**config.mk**
```make
export PLATFORM = sky130hd
export DESIGN_NAME = ram_loader
export DESIGN_NICKNAME = d
export VERILOG_FILES = /design/src/rtl/ram_loader.sv
export SDC_FILE = /design/constraint.sdc
export NUM_CORES = 1
export LEC_CHECK = 0
export CAP_MARGIN = 20
export CORE_MARGIN = 3
export CORE_UTILIZATION = 43
export CTS_BUF_LIST = sky130_fd_sc_hd__clkbuf_4 sky130_fd_sc_hd__clkbuf_8
export CTS_CLUSTER_DIAMETER = 100
export DETAILED_ROUTE_END_ITERATION = 10
export MAX_ROUTING_LAYER = met4
export PLACE_DENSITY_LB_ADDON = 0.3
export SLEW_MARGIN = 20
export SYNTH_ARGS = -nofsm -noshare
export SYNTH_HDL_FRONTEND = slang
export SYNTH_SLANG_ARGS = --single-unit
```
**constraint.sdc**
```tcl
create_clock -name clk -period 5.9 [get_ports clk]
set_input_delay 0.885 -clock clk [delete_from_list [all_inputs] [get_ports clk]]
set_output_delay 0.885 -clock clk [all_outputs]
set_load 0.05 [all_outputs]
```
**src/rtl/ram_loader.sv**
```systemverilog
// Framed serial-to-RAM loader: owns the RAM write port while a frame is in progress, otherwise passes CPU accesses through.
// Optional trailing checksum byte is enabled by defining RAM_LOADER_CHECKSUM_EN.
module ram_loader #(
  parameter int         ADDR_WIDTH     = 14,
  parameter logic [7:0] SYNC_BYTE      = 8'hA5,
  parameter int         TIMEOUT_CYCLES = 25000000
) (
  input  logic                  clk,
  input  logic                  rst_n,
  input  logic [7:0]            rx_data,
  input  logic                  rx_valid,
  input  logic [ADDR_WIDTH-1:0] cpu_address,
  input  logic                  cpu_w_en,
  input  logic [7:0]            cpu_din,
  output logic [ADDR_WIDTH-1:0] ram_address,
  output logic                  ram_w_en,
  output logic [7:0]            ram_din,
  output logic                  busy,
  output logic                  done,
  output logic                  error
);

  localparam int TW = $clog2(TIMEOUT_CYCLES);
  localparam logic [TW-1:0] TIMER_LAST = TW'(TIMEOUT_CYCLES - 1);

`ifdef RAM_LOADER_CHECKSUM_EN
  typedef enum logic [2:0] {IDLE, AH, AL, LH, LL, DATA, CSUM} state_t;
`else
  typedef enum logic [2:0] {IDLE, AH, AL, LH, LL, DATA} state_t;
`endif

  state_t                state_reg;
  logic [7:0]            addr_hi_reg;
  logic [7:0]            len_hi_reg;
  logic [15:0]           count_reg;
  logic [ADDR_WIDTH-1:0] pointer_reg;
  logic [TW-1:0]         timer_reg;
  logic                  ld_we_reg;
  logic [ADDR_WIDTH-1:0] ld_addr_reg;
  logic [7:0]            ld_din_reg;
  logic [15:0]           len_next;
`ifdef RAM_LOADER_CHECKSUM_EN
  logic [7:0]            sum_reg;
  logic [7:0]            sum_next;
  assign sum_next = sum_reg + rx_data;
`endif

  assign len_next = {len_hi_reg, rx_data};

  // Loader drives the RAM for the whole busy window, so CPU writes during it are dropped.
  assign ram_address = busy ? ld_addr_reg : cpu_address;
  assign ram_w_en    = busy ? ld_we_reg   : cpu_w_en;
  assign ram_din     = busy ? ld_din_reg  : cpu_din;

  always_ff @(posedge clk or negedge rst_n) begin
    if (!rst_n) begin
      state_reg   <= IDLE;
      addr_hi_reg <= '0;
      len_hi_reg  <= '0;
      count_reg   <= '0;
      pointer_reg <= '0;
      timer_reg   <= '0;
      ld_we_reg   <= 1'b0;
      ld_addr_reg <= '0;
      ld_din_reg  <= '0;
      busy        <= 1'b0;
      done        <= 1'b0;
      error       <= 1'b0;
`ifdef RAM_LOADER_CHECKSUM_EN
      sum_reg     <= '0;
`endif
    end else begin
      ld_we_reg <= 1'b0;
      done      <= 1'b0;
      error     <= 1'b0;
      // busy lingers through the done/error cycle so the final write is still steered.
      if (done || error) busy <= 1'b0;

      if (state_reg == IDLE || rx_valid) timer_reg <= '0;
      else                               timer_reg <= timer_reg + 1'b1;

      if (state_reg != IDLE && !rx_valid && timer_reg == TIMER_LAST) begin
        error     <= 1'b1;
        state_reg <= IDLE;
      end else if (rx_valid) begin
`ifdef RAM_LOADER_CHECKSUM_EN
        if (state_reg != IDLE) sum_reg <= sum_next;
`endif
        case (state_reg)
          IDLE: begin
            if (rx_data == SYNC_BYTE) begin
              state_reg <= AH;
              busy      <= 1'b1;
`ifdef RAM_LOADER_CHECKSUM_EN
              sum_reg   <= '0;
`endif
            end
          end
          AH: begin
            addr_hi_reg <= rx_data;
            state_reg   <= AL;
          end
          AL: begin
            pointer_reg <= ADDR_WIDTH'({addr_hi_reg, rx_data});
            state_reg   <= LH;
          end
          LH: begin
            len_hi_reg <= rx_data;
            state_reg  <= LL;
          end
          LL: begin
            count_reg <= len_next;
            if (len_next != 16'd0) begin
              state_reg <= DATA;
            end else begin
`ifdef RAM_LOADER_CHECKSUM_EN
              state_reg <= CSUM;
`else
              done      <= 1'b1;
              state_reg <= IDLE;
`endif
            end
          end
          DATA: begin
            ld_we_reg   <= 1'b1;
            ld_addr_reg <= pointer_reg;
            ld_din_reg  <= rx_data;
            pointer_reg <= pointer_reg + 1'b1;
            count_reg   <= count_reg - 16'd1;
            if (count_reg == 16'd1) begin
`ifdef RAM_LOADER_CHECKSUM_EN
              state_reg <= CSUM;
`else
              done      <= 1'b1;
              state_reg <= IDLE;
`endif
            end
          end
`ifdef RAM_LOADER_CHECKSUM_EN
          CSUM: begin
            if (sum_next == 8'h00) done  <= 1'b1;
            else                   error <= 1'b1;
            state_reg <= IDLE;
          end
`endif
          default: state_reg <= IDLE;
        endcase
      end
    end
  end

endmodule

```
; After elaboration in Yosys (flattened, before gate mapping)
; Cells that the tools add are included.
[word_totals]
input_bits = 34
wordCells = 69
out_inout_bits = 26
reg_bits = 98
[classes]
n_eq_ne = 10
n_reduce_logical = 17
addsub = 3
n_bitwise = 1
n_mux = 26
[ops]
columns = cell, n
row1 = 16-bit case mux with 2 select lines, 1
row2 = 14-bit case mux with 2 select lines, 1
row3 = 25-bit by 1-bit adder with 25-bit output (second input constant), 1
row4 = 25-bit equality test (second input constant), 1
row5 = 25-bit two-way mux, 1
row6 = 3-bit case mux with 6 select lines, 1
row7 = 3-bit AND reduction, 6
row8 = 16-bit by 1-bit equality test with 1-bit output (second input constant), 1
row9 = 16-bit nonzero test, 1
row10 = 16-bit by 1-bit subtractor with 16-bit output (second input constant), 1
row11 = 3-bit two-way mux, 5
row12 = 14-bit by 1-bit adder with 14-bit output (second input constant), 1
row13 = 1-bit two-way mux, 14
row14 = 14-bit two-way mux, 1
row15 = 8-bit equality test (second input constant), 1
row16 = 8-bit two-way mux, 1
row17 = 3-bit by 2-bit equality test with 1-bit output (second input constant), 2
row18 = 3-bit equality test (second input constant), 2
row19 = 2-bit nonzero test, 3
row20 = 3-bit by 1-bit equality test with 1-bit output (second input constant), 1
row21 = 3-bit logical NOT, 1
row22 = 3-bit by 1-bit inequality test with 1-bit output (second input constant), 1
row23 = 3-bit inequality test (second input constant), 1
row24 = 3-bit nonzero test, 1
row25 = other kinds (5), 7

; Logic depth before layout (Yosys ltp)
; Gate-level depths: netlist of the first run.
[logic_depth]
ltp_word = 6
depth_mapped = 7
ltp_nobuf = 6

; Worst setup path after synthesis of the first run
; OpenSTA, ideal clock, no wires.
[synth_timing]
path_type = flip-flop to output port
startpoint = register busy
endpoint = output ram_address[10]
stages_incl_launch_ff = 4
arrival_time_ps = 1727
slack_ps = 3288
required_ps = 5015
path_buffers = 2
cell_sequence = dfrtp_1 > clkbuf_1 > clkbuf_1 > mux2_2
[synth_via]
elab_chain_len = 1
[synth_rtl]
columns = item, line
row1 = from (decl), 18  ; output logic busy,
row2 = from (signal assigned), 66  ; busy <= 1'b0;
row3 = from (signal assigned), 77  ; if (done || error) busy <= 1'b0;
row4 = from (signal assigned), 93  ; busy <= 1'b1;
row5 = 14-bit two-way mux, 51  ; assign ram_address = busy ? ld_addr_reg : cpu_address;
row6 = to (decl), 15  ; output logic [ADDR_WIDTH-1:0] ram_address,
; No other way between the ends.

; Worst setup path after layout of the first run
[layout_timing]
startpoint = register busy
endpoint = output ram_address[4]
; Same word-level chain as after synthesis.

==> results.json, run 1 <==
{
  "synth.distinct_cells": 54,
  "path_class": "flip-flop to output port",
  "initial_core_util": 0.4467,
  "setup_viol": 0,
  "grt-ovfl-total": 0,
  "cpPeakStageDelay_ns": 0.94,
  "clk_path_buf_depth": 2,
  "setup.worst_path.end": "ram_address[4]",
  "async_reset_ff_frac": 1.000,
  "postCtsSetupRepairBufs": 0,
  "status": "finished clean",
  "drv_slew": 0,
  "io_pins": 60,
  "cp.depth": 2,
  "cp-startpoint": "busy",
  "setup_tns_ns": 0,
  "crit_path_end_kind": "output port",
  "grt_max_degree": 58,
  "clock_latency_ns": 0.37,
  "postSynthAreaPerCell_um2": 9.995,
  "timing.hold.ws_ns": 0.4532,
  "min_period_ns": 3.326,
  "cp_cell_sequence": "mux2_2 -> clkdlybuf4s50_1",
  "areaGrowthSynthToFinish_pct": 17.22,
  "layout-drive-gt1-share": 0.1456,
  "cts_sinks": 98,
  "r2r-end": "pointer_reg[10]",
  "cts_buffers": 9,
  "finalClockSkew_ns": 0.01059,
  "period_share": 0.5637,
  "synth_seq_cells": 98,
  "fp.dieW_um": 115.8,
  "hold_violations": 0,
  "power_density_nw_per_um2": 391.6,
  "worstPathArrival_ns": 2.44,
  "port_buffers": 59,
  "cp_slowest_cell": "dfrtp_1",
  "cp_max_fo": 25,
  "clk_pin_slew_ns": 0.09,
  "grt_pass1_vias": 3976,
  "yosysSeqAreaShare": 0.4727,
  "ir_drop_v": 0.0001993,
  "synth_flop_cell": "dfrtp_1",
  "hpwl_mm": 8.317,
  "hold_buffers": 0,
  "dieArea_um2": 13420,
  "relSlewSlack": 0.3530,
  "synth_edf_count": 0,
  "num-nets-final": 597,
  "start_kind": "flip-flop",
  "yosysTopAreaCell": "dfrtp_1",
  "drt_iter0_markers": 225,
  "wl_per_cell_um": 17.11,
  "row_count": 39,
  "via_per_inst": 6.011,
  "globalplace.congestion": 0.8723,
  "layout_commonest_cell": "dfrtp_1",
  "synth_area_um2": 5187,
  "max_cap_viol_count": 0,
  "num_vias": 4244,
  "yosysTopAreaCellShare": 0.4727,
  "critPathBufInv": 1,
  "rr_startpoint": "state_reg[0]",
  "critPathTopFamily": "flip-flops",
  "cts_tree": "built",
  "postPlaceCellArea_um2": 5851,
  "required_ns": 5.02,
  "postLayoutCellArea_um2": 6081,
  "cts_root_buf": "clkbuf_8",
  "diodes": 0,
  "final_cell_mix": "dfrtp_1 (98), clkdlybuf4s50_1 (58), mux2_2 (55)",
  "yosys_warnings": 0,
  "ys_top_cells_by_area": "dfrtp_1 (47%), mux2_2 (12%), o21ai_0 (3.2%), a21oi_1 (2.8%), nand3_1 (2.5%)",
  "ant_nets": 0,
  "hold_path.class": "flip-flop to flip-flop",
  "coreArea_um2": 11610,
  "worstMarginPinSlew_ns": 0.9641,
  "largest_register_ffs": 25,
  "drc": 0,
  "ff2ff_path_depth": 5,
  "antenna_found_initial": 0,
  "rsz0062_at_grt": "no",
  "drt-total-wl_mm": 12.08,
  "syn_inst": 519,
  "cts_resized": 0,
  "fp.dieH_um": 115.8,
  "leakagePower_nw": 2.428,
  "drtPass1Iterations": 5,
  "grt_util_all_layers": 0.1927,
  "max_freq_mhz": 300.7,
  "htree_levels": 3,
  "rrSetupSlack_ns": 3.56,
  "grt_pass1_wl_mm": 19.98,
  "synth_nets": 557
}
-- worst register-to-register path: stages, from the launching register on --
cell and delay (ns):
dfrtp_1 0.52, and3b_1 0.27, buf_4 0.26, o21ai_1 0.81, a21oi_1 0.12, o22a_1 0.24
-- stage by stage --
stage,power (mW),worst slack (ns),std cells,util
final,2.381,2.574,706,0.5236
after CTS,2.392,2.521,706,0.5228
after detailed placement,1.904,2.419,691,0.5038
after floorplan,1.665,3.288,519,-
after global routing,2.551,2.431,706,0.5236
after global placement,1.869,2.465,691,0.5038
-- power breakdown --
| group | switching (mW) | internal (mW) |
|---|---|---|
| Clock | 0.228 | 0.254 |
| Combinational | 0.407 | 0.366 |
| Sequential | 0.225 | 0.901 |
-- Yosys cell counts (5+ instances only) --
library cell and instances:
dfrtp_1 98, mux2_2 55, o21ai_0 33, nand2_1 32, nor2_1 32, clkbuf_1 31, a21oi_1 29, nand3_1 26
nor3_1 13, or3_1 12, inv_1 11, nand4_1 11, a22oi_1 9, nor4_1 9, or4_1 9, a31oi_1 6
and2_1 6, xor2_1 6, a2bb2oi_1 5, and4_1 5, nor3b_1 5, o22a_1 5, o22ai_1 5
-- routing by layer --
metal,track usage,routed length [um],vias to the layer above
li1,-,-,2012
met1,0.2762,5750,2092
met2,0.2743,5402,112
met3,0.03081,650,28
met4,0.07502,276,0
met5,-,0,-
-- cells by family (layout without fill, tap and decap cells) --
kind of cell / count (synthesis) / after routing / share of synthesized area
AND/OR/NAND/NOR: 181 / 181 / 0.1913
AO/OA/AOI/OAI: 124 / 124 / 0.1520
flip-flops: 98 / 98 / 0.4727
multiplexers: 58 / 58 / 0.1252
buffers and inverters: 44 / 88 / 0.03232
XOR/XNOR: 10 / 10 / 0.01688
adder cells (fa/ha/maj): 4 / 4 / 0.009648
-- cell type report --
type                            instances  area (um^2)
Tap cell                              143        178.9
Multi-Input combinational cell        377         2576
Timing Repair Buffer                   62        610.6
Clock inverter                          4        76.32
Sequential cell                        98         2452
Inverter                               11        41.29
Clock buffer                           11        145.1
Fill cell                            1053         5533
-- how the worst min path moves through the flow --
stage	startpoint	end	slack, ns	cells after the start
4_1_cts	timer_reg[0]	timer_reg[0]	0.46	1
3_3_place_gp	timer_reg[0]	timer_reg[0]	0.43	1
5_1_grt	timer_reg[0]	timer_reg[0]	0.47	1
6_report	timer_reg[0]	timer_reg[0]	0.45	1
3_5_place_dp	timer_reg[0]	timer_reg[0]	0.44	1
2_1_floorplan	timer_reg[0]	timer_reg[0]	0.42	1
Power figures use the tool's default switching activity.
==> inputs of run 2 (changes only) <==
- clock period: 5.9 -> 3.3 ns (I/O delays scaled with it)
==> run 2 against run 1 <==
  * Power rose by 80%
  * Flip-flop and latch count did not move
  * Critical path depth did not move
  * Clock skew barely moved
  * Non-clock buffer count rose by 9
  * Critical path type unchanged
  * Critical endpoint is now ram_address[11]
  * Largest power group unchanged
==> results.json, run 2 (synthesis gave the netlist of run 1 again) <==
{
  "status": "finished clean",
  "drv_slew": 0,
  "postLayoutCellArea_um2": 6141,
  "areaGrowthSynthToFinish_pct": 18.38,
  "postPlaceCellArea_um2": 5931,
  "num-nets-final": 606,
  "globalplace.congestion": 0.8849,
  "min_period_ns": 2.963,
  "cp_cell_sequence": "mux2_2 -> clkdlybuf4s50_1",
  "fin_cells": 714,
  "pre_cts_ws_ns": 0.6384,
  "period_share": 0.8978,
  "cts_buffers": 9,
  "final_cell_mix": "dfrtp_1 (98), clkdlybuf4s50_1 (58), mux2_2 (55)",
  "drtPass1Iterations": 5,
  "fp.dieW_um": 115.8,
  "num-fill-cells": 1036,
  "grt_pass1_vias": 4123,
  "ff_latch_area_um2": 2452,
  "hold_buffers": 0,
  "leakagePower_nw": 2.473,
  "grt_pass1_wl_mm": 20.97,
  "initial_core_util": 0.4467,
  "antenna_found_initial": 0,
  "clk_pin_slew_ns": 0.09,
  "rsz0062_at_grt": "no",
  "place_inst": 700,
  "drt_iter0_markers": 350,
  "hold_path.class": "input pin to asynchronous set/reset pin",
  "row_count": 39,
  "ant_nets": 0,
  "grt-ovfl-total": 0,
  "cp_slowest_cell": "dfrtp_1",
  "ir_drop_v": 0.0004311,
  "worstMarginPinSlew_ns": 1.024,
  "multi_input_area_um2": 2567,
  "dieArea_um2": 13420,
  "postCtsSetupRepairBufs": 0,
  "fp.dieH_um": 115.8,
  "finalClockSkew_ns": 0.01050,
  "path_class": "flip-flop to output port",
  "diodes": 0,
  "max_freq_mhz": 337.5,
  "power_density_nw_per_um2": 698.1,
  "cts_root_buf": "clkbuf_8",
  "cts_sinks": 98,
  "drc": 0,
  "cp_max_fo": 25,
  "coreArea_um2": 11610,
  "grt_max_degree": 51,
  "finalWorstSetupSlack_ns": 0.3371,
  "io_pins": 60,
  "num_vias": 4380,
  "drt-total-wl_mm": 12.76,
  "relSlewSlack": 0.3124,
  "largest_register_ffs": 25,
  "cts_resized": 0,
  "layout-drive-gt1-share": 0.1541,
  "setup_viol": 0,
  "hpwl_mm": 8.740,
  "htree_levels": 3,
  "port_buffers": 59,
  "start_kind": "flip-flop",
  "setup_tns_ns": 0,
  "layout_commonest_cell": "dfrtp_1",
  "wl_per_cell_um": 17.86,
  "p_total_mw": 4.287,
  "worstPathArrival_ns": 2.47,
  "crit_path_end_kind": "output port",
  "hold_violations": 0,
  "max_cap_viol_count": 0,
  "cpPeakStageDelay_ns": 0.96,
  "clock_latency_ns": 0.38,
  "required_ns": 2.80,
  "grt_util_all_layers": 0.2031,
  "cts_tree": "built",
  "clk_path_buf_depth": 2,
  "via_per_inst": 6.134
}
[run 2: worst paths after layout]
| path | end | startpoint | depth (start not counted) | slack (ns) |
|---|---|---|---|---|
| hold / removal | timer_reg[22] | rst_n | 1 | 0.13 |
| setup reg to reg | count_reg[14] | count_reg[0] | 6 | 1.10 |
| hold reg to reg | timer_reg[0] | timer_reg[0] | 1 | 0.46 |
| min in group clk | timer_reg[0] | timer_reg[0] | 1 | 0.46 |
| max in group asynchronous | pointer_reg[2] | rst_n | 2 | 2.50 |
| setup / recovery | ram_address[11] | busy | 2 | 0.34 |
[run 2: critical path: cells and delay by family (launching register included)]
family,cells,cell delay [ns]
multiplexers,1,0.42
buffers and inverters,1,0.70
flip-flops,1,0.96
[run 2: cell type report]
cell class                 count  share of cell area
timing repair buffer          71              0.1125
tap                          143             0.02914
multi-input combinational    377              0.4181
inverter                      11            0.006724
clock buffer                  11             0.02363
sequential                    98              0.3993
clock inverter                 3             0.01059
[run 2: metrics by stage]
step | hold WS, ns | utilization
after global routing | 0.1743 | 0.5288
after floorplan | 0.1994 | -
after detailed placement | 0.4492 | 0.5107
after global placement | 0.4426 | 0.5107
final | 0.1302 | 0.5288
after CTS | 0.1493 | 0.5288
[run 2: where the power goes]
group / switching [mW] / internal [mW]
Sequential: 0.423 / 1.61
Combinational: 0.738 / 0.667
Clock: 0.401 / 0.447
[run 2: layer usage]
layer	vias to the layer above	routed length, um	global-route usage
met5	-	0	-
met3	16	963	0.04700
met1	2163	5784	0.2852
li1	2035	-	-
met2	166	5826	0.2908
met4	0	180	0.06806
==> inputs of run 3 (changes only) <==
- MAX_ROUTING_LAYER: met4 -> default
==> run 3 against run 2 <==
  * Flip-flop and latch count is the same
  * Count of clock-buffer cells in the layout is the same
  * Hold slack gained 0.010 ns
  * Clock skew grew 0.0031 ns
  * Critical path depth is the same
  * Non-clock buffer count grew 1
  * First-iteration DRC count shrank 5.7%
  * Critical path type unchanged
  * Critical endpoint is now ram_address[1]
  * Highest routed layer unchanged
==> results.json, run 3 (synthesis gave the netlist of run 1 again) <==
{
  "drt_iter0_markers": 330,
  "period_share": 0.9027,
  "cts_root_buf": "clkbuf_8",
  "diodes": 0,
  "switching_power_mw": 1.564,
  "setup_viol": 0,
  "grt_max_degree": 51,
  "min_period_ns": 2.979,
  "initial_core_util": 0.4467,
  "crit_path_end_kind": "output port",
  "grt_pass1_wl_mm": 21.02,
  "p_clk_frac": 0.187,
  "ir_drop_v": 0.0003451,
  "start_kind": "flip-flop",
  "port_buffers": 59,
  "clock_latency_ns": 0.37,
  "num-nets-final": 607,
  "leakagePower_nw": 2.476,
  "drv_slew": 0,
  "max_cap_viol_count": 0,
  "cts_resized": 0,
  "row_count": 39,
  "cp_cell_sequence": "mux2_2 -> clkdlybuf4s50_1",
  "cp_slowest_cell": "dfrtp_1",
  "cts_sinks": 98,
  "p_comb_frac": 0.334,
  "areaGrowthSynthToFinish_pct": 18.31,
  "relSlewSlack": 0.3287,
  "critPathBufInv": 1,
  "cp_max_fo": 25,
  "critPathTopFamily": "flip-flops",
  "hold_buffers": 0,
  "wl_per_cell_um": 17.62,
  "seq_power_share": 0.479,
  "switching_share": 0.3706,
  "power_density_nw_per_um2": 687.5,
  "path_class": "flip-flop to output port",
  "hold_path.class": "input pin to asynchronous set/reset pin",
  "status": "finished clean",
  "grt_util_all_layers": 0.1967,
  "drtPass1Iterations": 5,
  "finalClockSkew_ns": 0.01361,
  "ant_nets": 0,
  "required_ns": 2.80,
  "grt-ovfl-total": 0,
  "clk_pin_slew_ns": 0.09,
  "largest_register_ffs": 25,
  "coreArea_um2": 11610,
  "hpwl_mm": 8.915,
  "layout_commonest_cell": "dfrtp_1",
  "worstPathArrival_ns": 2.48,
  "p_int_mw": 2.656,
  "hold_violations": 0,
  "setup_tns_ns": 0,
  "drc": 0,
  "cpPeakStageDelay_ns": 0.98,
  "cts_buffers": 9,
  "via_per_inst": 6.117,
  "num-fill-cells": 1064,
  "rsz0062_at_grt": "no",
  "io_pins": 60,
  "antenna_found_initial": 0,
  "cts_tree": "built",
  "clk_path_buf_depth": 2,
  "final_cell_mix": "dfrtp_1 (98), clkdlybuf4s50_1 (58), mux2_2 (55)",
  "layout-drive-gt1-share": 0.1585,
  "fp.dieH_um": 115.8,
  "fp.dieW_um": 115.8,
  "fin_cells": 717,
  "drt-total-wl_mm": 12.63,
  "num_vias": 4386,
  "htree_levels": 3,
  "postCtsSetupRepairBufs": 0,
  "globalplace.congestion": 0.8757,
  "max_freq_mhz": 335.7,
  "grt_pass1_vias": 4210,
  "worstMarginPinSlew_ns": 1.000,
  "dieArea_um2": 13420,
  "place_inst": 701
}
## run 3: cell count changes in the layout (fill, tap and decap cells not counted)
| cell | change |
|---|---|
| buf_4 | +1 |
| bufinv_16 | -1 |
| clkinv_2 | +2 |
| clkinv_4 | +1 |
## run 3: routing by layer
metal,GRT usage,vias up,part of all wire
met5,0,-,0
met4,0.08043,0,0.019
met3,0.03603,20,0.059
met2,0.2965,149,0.46
met1,0.2808,2176,0.46
li1,-,2041,-
## run 3: per-stage QoR
step | hold WS (ns) | setup WS [ns] | area [um^2] | power, mW | util
after floorplan | 0.1994 | 1.078 | 5187 | 2.977 | -
after global placement | 0.4372 | 0.7709 | 5938 | 3.371 | 0.5113
after detailed placement | 0.4523 | 0.6818 | 5938 | 3.441 | 0.5113
after CTS | 0.1548 | 0.2696 | 6137 | 4.239 | 0.5284
after global routing | 0.1823 | 0.1741 | 6137 | 4.518 | 0.5284
final | 0.1406 | 0.3211 | 6137 | 4.219 | 0.5284
## run 3: area by class of cell
type	count	area, um^2	area share
Sequential cell	98	2452	0.3996
Inverter	11	41.29	0.006728
Multi-Input combinational cell	377	2567	0.4183
Clock inverter	5	53.80	0.008767
Timing Repair Buffer	72	698.2	0.1138
Clock buffer	11	145.1	0.02365
Tap cell	143	178.9	0.02915
## run 3: final timing paths
kind                         startpoint         endpoint  slack [ns]  depth (start not counted)
min                               rst_n    timer_reg[21]        0.14                          1
min in group clk           timer_reg[0]     timer_reg[0]        0.46                          1
max in group asynchronous         rst_n   ld_addr_reg[4]        2.48                          2
max reg2reg                state_reg[0]  pointer_reg[11]        1.01                          5
max                                busy   ram_address[1]        0.32                          2
min reg2reg                timer_reg[0]     timer_reg[0]        0.46                          1
## run 3: power by group through the flow
| stage | Sequential [mW] | Combinational [mW] | Clock (mW) |
|---|---|---|---|
| final | 2.02 | 1.41 | 0.790 |
| after global routing | 2.09 | 1.56 | 0.866 |
| after CTS | 2.01 | 1.41 | 0.815 |
| after detailed placement | 2.03 | 1.41 | 0 |
| after global placement | 2.02 | 1.36 | 0 |
| after floorplan | 1.88 | 1.10 | 0 |
